**src/rtl/load_store_unit.sv**
```systemverilog
// Load/store stage between the core and a synchronous-read data memory without byte enables.
// Sub-word stores use read-modify-write. Misaligned or illegal accesses fault without a memory access.
module load_store_unit #(
  parameter int unsigned ADDR_WIDTH = 32
) (
  input  logic                  clk,
  input  logic                  reset,
  input  logic                  req,
  input  logic                  we,
  input  logic [2:0]            funct3,
  input  logic [ADDR_WIDTH-1:0] addr,
  input  logic [31:0]           wdata,
  output logic                  busy,
  output logic                  done,
  output logic [31:0]           rdata,
  output logic                  fault,
  output logic [ADDR_WIDTH-1:0] mem_address,
  output logic [31:0]           mem_data_in,
  output logic                  mem_write_enable,
  input  logic [31:0]           mem_data_out
);

  localparam logic [2:0] F3_B  = 3'b000;
  localparam logic [2:0] F3_H  = 3'b001;
  localparam logic [2:0] F3_W  = 3'b010;
  localparam logic [2:0] F3_BU = 3'b100;
  localparam logic [2:0] F3_HU = 3'b101;

  typedef enum logic [1:0] {
    IDLE = 2'd0,
    RD   = 2'd1,
    CAP  = 2'd2,
    WR   = 2'd3
  } state_e;

  state_e                state_q, state_d;
  logic [2:0]            funct3_q, funct3_d;
  logic [1:0]            lane_q, lane_d;
  logic [15:0]           wdata_q, wdata_d;
  logic                  we_q, we_d;
  logic                  busy_q, busy_d;
  logic                  done_q, done_d;
  logic                  fault_q, fault_d;
  logic [31:0]           rdata_q, rdata_d;
  logic [ADDR_WIDTH-1:0] mem_addr_q, mem_addr_d;
  logic [31:0]           mem_wdata_q, mem_wdata_d;
  logic                  mem_we_q, mem_we_d;

  logic                  legal_c;
  logic [7:0]            byte_c;
  logic [15:0]           half_c;
  logic [31:0]           load_c;
  logic [31:0]           merge_c;

  // Legality of the incoming request: funct3 valid for the direction and naturally aligned.
  always_comb begin
    legal_c = 1'b0;
    case (funct3)
      F3_B:  legal_c = 1'b1;
      F3_H:  legal_c = ~addr[0];
      F3_W:  legal_c = (addr[1:0] == 2'b00);
      F3_BU: legal_c = ~we;
      F3_HU: legal_c = ~we & ~addr[0];
      default: legal_c = 1'b0;
    endcase
  end

  // Lane extraction and extension for loads, plus the read-modify-write merge for SB/SH.
  always_comb begin
    byte_c = mem_data_out[7:0];
    case (lane_q)
      2'd0: byte_c = mem_data_out[7:0];
      2'd1: byte_c = mem_data_out[15:8];
      2'd2: byte_c = mem_data_out[23:16];
      2'd3: byte_c = mem_data_out[31:24];
      default: byte_c = mem_data_out[7:0];
    endcase
    half_c = lane_q[1] ? mem_data_out[31:16] : mem_data_out[15:0];

    load_c = mem_data_out;
    case (funct3_q)
      F3_B:  load_c = {{24{byte_c[7]}}, byte_c};
      F3_BU: load_c = {24'h000000, byte_c};
      F3_H:  load_c = {{16{half_c[15]}}, half_c};
      F3_HU: load_c = {16'h0000, half_c};
      default: load_c = mem_data_out;
    endcase

    merge_c = mem_data_out;
    if (funct3_q == F3_B) begin
      case (lane_q)
        2'd0: merge_c[7:0]   = wdata_q[7:0];
        2'd1: merge_c[15:8]  = wdata_q[7:0];
        2'd2: merge_c[23:16] = wdata_q[7:0];
        2'd3: merge_c[31:24] = wdata_q[7:0];
        default: merge_c = mem_data_out;
      endcase
    end else if (lane_q[1]) begin
      merge_c[31:16] = wdata_q;
    end else begin
      merge_c[15:0] = wdata_q;
    end
  end

  always_comb begin
    state_d     = state_q;
    funct3_d    = funct3_q;
    lane_d      = lane_q;
    wdata_d     = wdata_q;
    we_d        = we_q;
    done_d      = 1'b0;
    fault_d     = fault_q;
    rdata_d     = rdata_q;
    mem_addr_d  = mem_addr_q;
    mem_wdata_d = mem_wdata_q;
    mem_we_d    = 1'b0;

    case (state_q)
      IDLE: begin
        if (req) begin
          funct3_d = funct3;
          lane_d   = addr[1:0];
          wdata_d  = wdata[15:0];
          we_d     = we;
          if (!legal_c) begin
            done_d  = 1'b1;
            fault_d = 1'b1;
            rdata_d = 32'h0000_0000;
          end else begin
            mem_addr_d = {addr[ADDR_WIDTH-1:2], 2'b00};
            if (we && (funct3 == F3_W)) begin
              mem_wdata_d = wdata;
              mem_we_d    = 1'b1;
              state_d     = WR;
            end else begin
              state_d = RD;
            end
          end
        end
      end
      RD: state_d = CAP;
      CAP: begin
        if (we_q) begin
          mem_wdata_d = merge_c;
          mem_we_d    = 1'b1;
          state_d     = WR;
        end else begin
          rdata_d = load_c;
          done_d  = 1'b1;
          fault_d = 1'b0;
          state_d = IDLE;
        end
      end
      WR: begin
        done_d  = 1'b1;
        fault_d = 1'b0;
        state_d = IDLE;
      end
      default: state_d = IDLE;
    endcase

    busy_d = (state_d != IDLE);
  end

  always_ff @(posedge clk or negedge reset) begin
    if (!reset) begin
      state_q     <= IDLE;
      funct3_q    <= 3'b000;
      lane_q      <= 2'b00;
      wdata_q     <= 16'h0000;
      we_q        <= 1'b0;
      busy_q      <= 1'b0;
      done_q      <= 1'b0;
      fault_q     <= 1'b0;
      rdata_q     <= 32'h0000_0000;
      mem_addr_q  <= '0;
      mem_wdata_q <= 32'h0000_0000;
      mem_we_q    <= 1'b0;
    end else begin
      state_q     <= state_d;
      funct3_q    <= funct3_d;
      lane_q      <= lane_d;
      wdata_q     <= wdata_d;
      we_q        <= we_d;
      busy_q      <= busy_d;
      done_q      <= done_d;
      fault_q     <= fault_d;
      rdata_q     <= rdata_d;
      mem_addr_q  <= mem_addr_d;
      mem_wdata_q <= mem_wdata_d;
      mem_we_q    <= mem_we_d;
    end
  end

  assign busy             = busy_q;
  assign done             = done_q;
  assign fault            = fault_q;
  assign rdata            = rdata_q;
  assign mem_address      = mem_addr_q;
  assign mem_data_in      = mem_wdata_q;
  assign mem_write_enable = mem_we_q;

endmodule
```
**config.mk**
```make
export PLATFORM = sky130hd
export DESIGN_NAME = load_store_unit
export DESIGN_NICKNAME = d
export VERILOG_FILES = /design/src/rtl/load_store_unit.sv
export SDC_FILE = /design/constraint.sdc
export NUM_CORES = 1
export LEC_CHECK = 0
export BUFFER_PORTS_ARGS = -buffer_cell sky130_fd_sc_hd__buf_2
export CORE_ASPECT_RATIO = 1.4
export CORE_UTILIZATION = 35
export CTS_CLUSTER_SIZE = 20
export DETAILED_ROUTE_END_ITERATION = 8
export PLACE_DENSITY = 0.57
export SETUP_SLACK_MARGIN = 0.5
export SLEW_MARGIN = 20
export SYNTH_ARGS = -nofsm -noshare
export SYNTH_HDL_FRONTEND = slang
export SYNTH_SLANG_ARGS = --single-unit
```
**constraint.sdc**
```tcl
create_clock -name clk -period 5.3 [get_ports clk]
set_clock_uncertainty 0.15 [all_clocks]
set_input_delay 0 -clock clk [delete_from_list [all_inputs] [get_ports clk]]
set_output_delay 0 -clock clk [all_outputs]
set_load 0.03 [all_outputs]
```
==> summary.txt, run 1 <==
IO Pins: 203
Initial Util: 35.9%
Worst Path Max Fanout: 41
H-tree levels: 4
First-pass GRT wire length: 30.6 mm
Layout area overhead: 48.9%
Drt initial violations: 341
Worst slew pin tran: 982 ps
Ys Warns: 0
Leading register cell type out of synthesis: dfrtp_1
Setup violators final: 0
Worst slew margin: 34.6%
Sequential share of the synthesized area: 52.4%
Pwr/cell area: 602 nW/µm²
CTS Buf Count: 17
Via-per-instance ratio: 5.18
NumNets Final: 935
Worst-Skew Late Latency: 420 ps
Buf/Inv on CP: 2
Final Hold Viols: 0
Max incr delay on CP: 590 ps
Routed Antenna Nets: 0
Avg Inst Size Synth: 10.8 µm²
Min-Delay Path Class: input port to flop
Gr usage total: 23.3%
Sum Neg Setup Slack: 0 ps
Max cap viols: 0
IR drop worst, VDD: 0.000429 V
CTS root buf: clkbuf_16
Crit path capture type: flop
Post-synthesis cell area: 5820 µm²
Leakage: 0.00402 µW
Drt pass-1 iters: 6
Fin. max-slew vios: 0
Initial antenna violation count: 0
Minimum clock period: 2890 ps
Critical Path, Cell by Cell: or3b_4, o41a_4, clkinv_4, o21ai_1, o21ai_1, dlygate4sd3_1
Post-synthesis cell count: 537
Critical path's slowest cell: o41a_4
FMAX: 346 MHz
Hpwl dp: 13.7 mm
Die height: 155 µm
Tcrit/Tclk final: 54.5%
Die ar.: 17200 µm²
Data arrival, critical path: 3090 ps
CTS tree: done
Rows: 55
Largest net degree at the start of global routing: 68
DRC Markers: 22
CP startpoint kind: flop
Max clock buf depth: 2
Worst Path Required: 5500 ps
Via Count: 5404
Clock sink total: 122
WL per Instance: 18.5 µm
Status: finished with violations
RSZ-0062 raised after global routing: no
Setup Buffers After CTS: 0
Worst setup path class: flop to flop
Number of global-route vias before repair: 5829
Number of flops mapped to enable cells by yosys: 0
Power, Total: 5220 µW
Die W: 111 µm
Core ar.: 16200 µm²
Routability cong.: 0.861
Failing checks: DRC
Delay-heaviest family, CP: buffers and inverters
CP most frequent cell: o21ai_1
Unique masters post-synth: 43
WL final: 19.3 mm
Clock slew at reported path FFs: 60 ps
Layout cells sized above 1: 36.8%
Total grt overflow: 0
Post-synth ARST share: 100%
FF+latch count, synth: 122
Buffers on Ports: 200
Inserted Diodes: 0
==> worst register-to-register path: cells and delay by family, from the launching register on <==
kind,cells,cell delay [ps]
buffers and inverters,2,900
and+or+nand+nor,1,460
AOI/OAI and AO/OA,3,880
DFF,1,440
==> layout make-up <==
cell class                      count  area (µm²)
Fill cell                        1468        7570
Clock buffer                       21         470
Tap cell                          199         249
Inverter                            7        31.3
Clock inverter                     11         168
Timing Repair Buffer              316        2150
Sequential cell                   122        3050
Multi-Input combinational cell    368        2550
==> cell usage in the layout (no fill, tap or decap), types with 12 or more instances in the layout <==
| cell | synthesis | routed |
|---|---|---|
| buf_2 | 11 | 199 |
| dfrtp_1 | 122 | 122 |
| dlygate4sd3_1 | 0 | 109 |
| nand2_1 | 70 | 70 |
| mux2_2 | 57 | 57 |
| o21ai_1 | 41 | 40 |
| a21oi_1 | 35 | 35 |
| o21ai_0 | 34 | 34 |
| clkbuf_16 | 0 | 17 |
| a221o_1 | 16 | 16 |
| o221ai_1 | 15 | 15 |
| mux2i_1 | 12 | 12 |
==> stage by stage <==
| stage | setup WS (ps) | util (%) | cells | area, µm² | hold slack [ps] |
|---|---|---|---|---|---|
| after floorplan | 3290 | - | 538 | 5830 | -446 |
| after global placement | 2520 | 42.7 | 903 | 6940 | -62.9 |
| after detailed placement | 2420 | 42.7 | 903 | 6940 | -37.8 |
| after CTS | 2420 | 53.4 | 1044 | 8670 | 11.1 |
| after global routing | 2270 | 53.4 | 1044 | 8670 | 52.9 |
| final | 2410 | 53.4 | 1044 | 8670 | 28.2 |
==> what timing repair did <==
item / in CTS / in global routing
hold buffers: 109 / 0
endpoints found under the hold margin: 172 / 0
gates resized for setup: 0 / 0
==> cells in the mapped netlist, drive strengths merged (6+ instances only) <==
cell type | number | area [µm²]
nor2b | 9 | 56.3
mux2i | 12 | 120
or3 | 8 | 50.1
buf | 22 | 126
o221ai | 15 | 131
mux2 | 57 | 642
a221o | 16 | 160
nor3b | 9 | 72.6
o21ai | 75 | 375
inv | 6 | 22.5
nand2 | 70 | 263
a21oi | 35 | 175
nor2 | 10 | 37.5
nand2b | 10 | 62.6
a211oi | 8 | 60.1
dfrtp | 122 | 3050
clkbuf | 19 | 71.3
==> flip-flops by register name, indices dropped and copies added, names as in the netlist <==
register,cells
mem_write_enable,1
busy,1
done,1
mem_data_in,32
we_q,1
lane_q,2
mem_address,30
rdata,32
wdata_q,16
funct3_q,3
state_q,2
fault,1
==> power by group <==
part | switching [µW] | internal [µW]
clock network | 419 | 821
logic | 1450 | 871
registers | 327 | 1330
==> metal layers <==
metal  vias up  GRT usage, %  part of all wire [%]  wire [µm]
met5         -             0                     0          0
met4         0          11.6                   3.6        698
met3        55          5.76                   5.9       1130
met2       226          43.0                    52      10100
met1      2585          24.7                    38       7330
li1       2538             -                     -          -
==> kinds of logic after synthesis <==
family                 synth area share (%)
AO/OA/AOI/OAI                          18.4
AND/OR/NAND/NOR                        11.7
flip-flops                             52.4
multiplexers                           13.5
buffers and inverters                  3.93
other                                0.0644
==> worst paths after layout <==
check                      slack, ps  startpoint         endpoint  cells after the start
max in group asynchronous       3630       reset         rdata[1]                      3
min reg2reg                      310   rdata[13]        rdata[13]                      2
max reg2reg                     2410  state_q[0]  mem_data_in[19]                      6
min in group asynchronous         40       reset  mem_address[19]                      2
max                             2410  state_q[0]  mem_data_in[19]                      6
min                               30         req             done                      4
No activity file was read; power rests on OpenSTA's default activity.
==> inputs of run 2 (changes only) <==
==> constraint.sdc (replaced) <==
create_clock -name clk -period 2.7 [get_ports clk]
set_clock_uncertainty 0.15 [all_clocks]
set_input_delay 0 -clock clk [delete_from_list [all_inputs] [get_ports clk]]
set_output_delay 0 -clock clk [all_outputs]
set_load 0.03 [all_outputs]
==> run 2 against run 1 <==
Net effect: the run still ends with DRC left; via count increased by 1.9%; setup slack got worse by 1800 ps; die area unchanged; global-route usage about the same; wire length increased by 2.1%; non-clock buffer count increased by 6; final area increased by 1.4%; combinational power increased by 100%; sequential cell count unchanged; worst hold slack improved by 15 ps; sequential share of layout area decreased by 0.48 points; cell count increased by 0.77%; largest cell class unchanged.
==> summary.txt, run 2 (synthesis gave the netlist of run 1 again) <==
Status: finished with violations
Failing checks: DRC
Commonest cells after routing, fill and taps aside: buf_2 (199), dfrtp_1 (121), dlygate4sd3_1 (104), nand2_1 (70), mux2_2 (57)
Setup violators final: 0
Number of global-route vias before repair: 5727
H-tree levels: 4
Largest net degree at the start of global routing: 61
CP startpoint kind: flop
Crit path capture type: flop
IO Pins: 203
DRC Markers: 22
Final Cell Area: 8790 µm²
Min-Delay Path Class: input port to flop
Leakage: 0.00408 µW
Worst Path Required: 2860 ps
Drt pass-1 iters: 7
Worst setup path class: flop to flop
Worst Path Max Fanout: 16
NumNets Final: 943
Clock sink total: 122
Critical R2R Launch: lane_q[1]
Worst r2r dst: rdata[18]
Gr usage total: 23.3%
Max clock buf depth: 2
Core ar.: 16200 µm²
Worst slew pin tran: 860 ps
Drt initial violations: 322
Rows: 55
Worst slew margin: 42.4%
Sum Neg Setup Slack: 0 ps
Final Hold Viols: 0
Area post-placement: 7020 µm²
Via-per-instance ratio: 5.23
Tcrit/Tclk final: 78.5%
Worst-Skew Late Latency: 420 ps
Max cap viols: 0
RSZ-0062 raised after global routing: no
CTS tree: done
Reg2reg path depth: 6
WL final: 19.7 mm
Crit path from: lane_q[1]
Minimum clock period: 2120 ps
Clock slew at reported path FFs: 60 ps
HP Start: req
Inserted Diodes: 0
Routed Antenna Nets: 0
Buffers on Ports: 200
CTS Buf Count: 17
Layout area overhead: 51.0%
Total grt overflow: 0
IR drop worst, VDD: 0.000734 V
Flop-to-flop setup slack: 580 ps
Die height: 155 µm
First-pass GRT wire length: 30.4 mm
Initial antenna violation count: 0
Critical Path End: rdata[18]
WL per Instance: 18.7 µm
Pwr/cell area: 1180 nW/µm²
CTS root buf: clkbuf_16
Fin. max-slew vios: 0
Commonest non-fill, non-tap cell in the layout: buf_2
Data arrival, critical path: 2270 ps
Die ar.: 17200 µm²
Via Count: 5507
Layout cells sized above 1: 38.6%
Initial Util: 35.9%
Hpwl dp: 13.7 mm
Routability cong.: 0.836
Die W: 111 µm
FMAX: 472 MHz
run 2: cell types whose count changed in the layout (fill, tap and decap cells not counted), moves of 2 or more:
cell	previous run	this run
clkinvlp_4	5	2
buf_12	0	3
buf_4	8	15
dlygate4sd3_1	109	104
clkinv_2	2	0
inv_6	0	5
clkbuf_8	3	0
clkinv_4	1	5
run 2: metal layers:
layer  global-route usage, %  wire length (µm)
met1                    25.4              7610
met2                    41.8             10300
met3                    5.80              1120
met4                    11.8               691
met5                       0                 0
run 2: worst min-delay path by stage:
| stage | slack, ps | to | cells after the start |
|---|---|---|---|
| after global placement | -170 | mem_address[23] | 1 |
| after floorplan | -450 | busy | 0 |
| after global routing | 50 | done | 4 |
| after detailed placement | -160 | mem_address[23] | 1 |
| final | 40 | done | 4 |
| after CTS | 10 | done | 4 |
run 2: layout make-up:
class | instances | area [µm²]
Tap cell | 199 | 249
Fill cell | 1436 | 7450
Clock inverter | 15 | 214
Timing Repair inverter | 1 | 8.76
Sequential cell | 122 | 3050
Clock buffer | 17 | 425
Multi-Input combinational cell | 369 | 2580
Inverter | 7 | 38.8
Timing Repair Buffer | 322 | 2220
run 2: repair_timing:
item / CTS / global route
hold buffers: 105 / 0
setup buffers: 1 / 0
hold endpoints to repair: 239 / 0
gates resized for setup: 2 / 6
pin swaps: 1 / 2
gates cloned: 0 / 2
setup endpoints to repair: 25 / 37
run 2: report_power, final:
| group | internal (µW) | total, µW | switching, µW |
|---|---|---|---|
| Combinational | 1740 | 4670 | 2920 |
| Clock | 1560 | 2460 | 903 |
| Sequential | 2610 | 3210 | 601 |
| Total | 5920 | 10300 | 4430 |
run 2: critical path, cell delays in order (launching register included):
cell and delay [ps]:
dfrtp_1 340, buf_4 190, mux4_2 560, mux2i_2 230, nor4b_4 90, buf_12 170
a221o_1 270
run 2: through the flow:
| step | setup WS (ps) | cells | hold slack [ps] | total power [µW] | utilization [%] |
|---|---|---|---|---|---|
| after floorplan | 686 | 538 | -446 | 6290 | - |
| after global placement | 403 | 912 | -165 | 7560 | 43.2 |
| after detailed placement | 347 | 912 | -159 | 7670 | 43.2 |
| after CTS | 511 | 1050 | 13.9 | 10300 | 53.9 |
| after global routing | 510 | 1052 | 52.0 | 10900 | 54.2 |
| final | 581 | 1052 | 43.2 | 10300 | 54.2 |
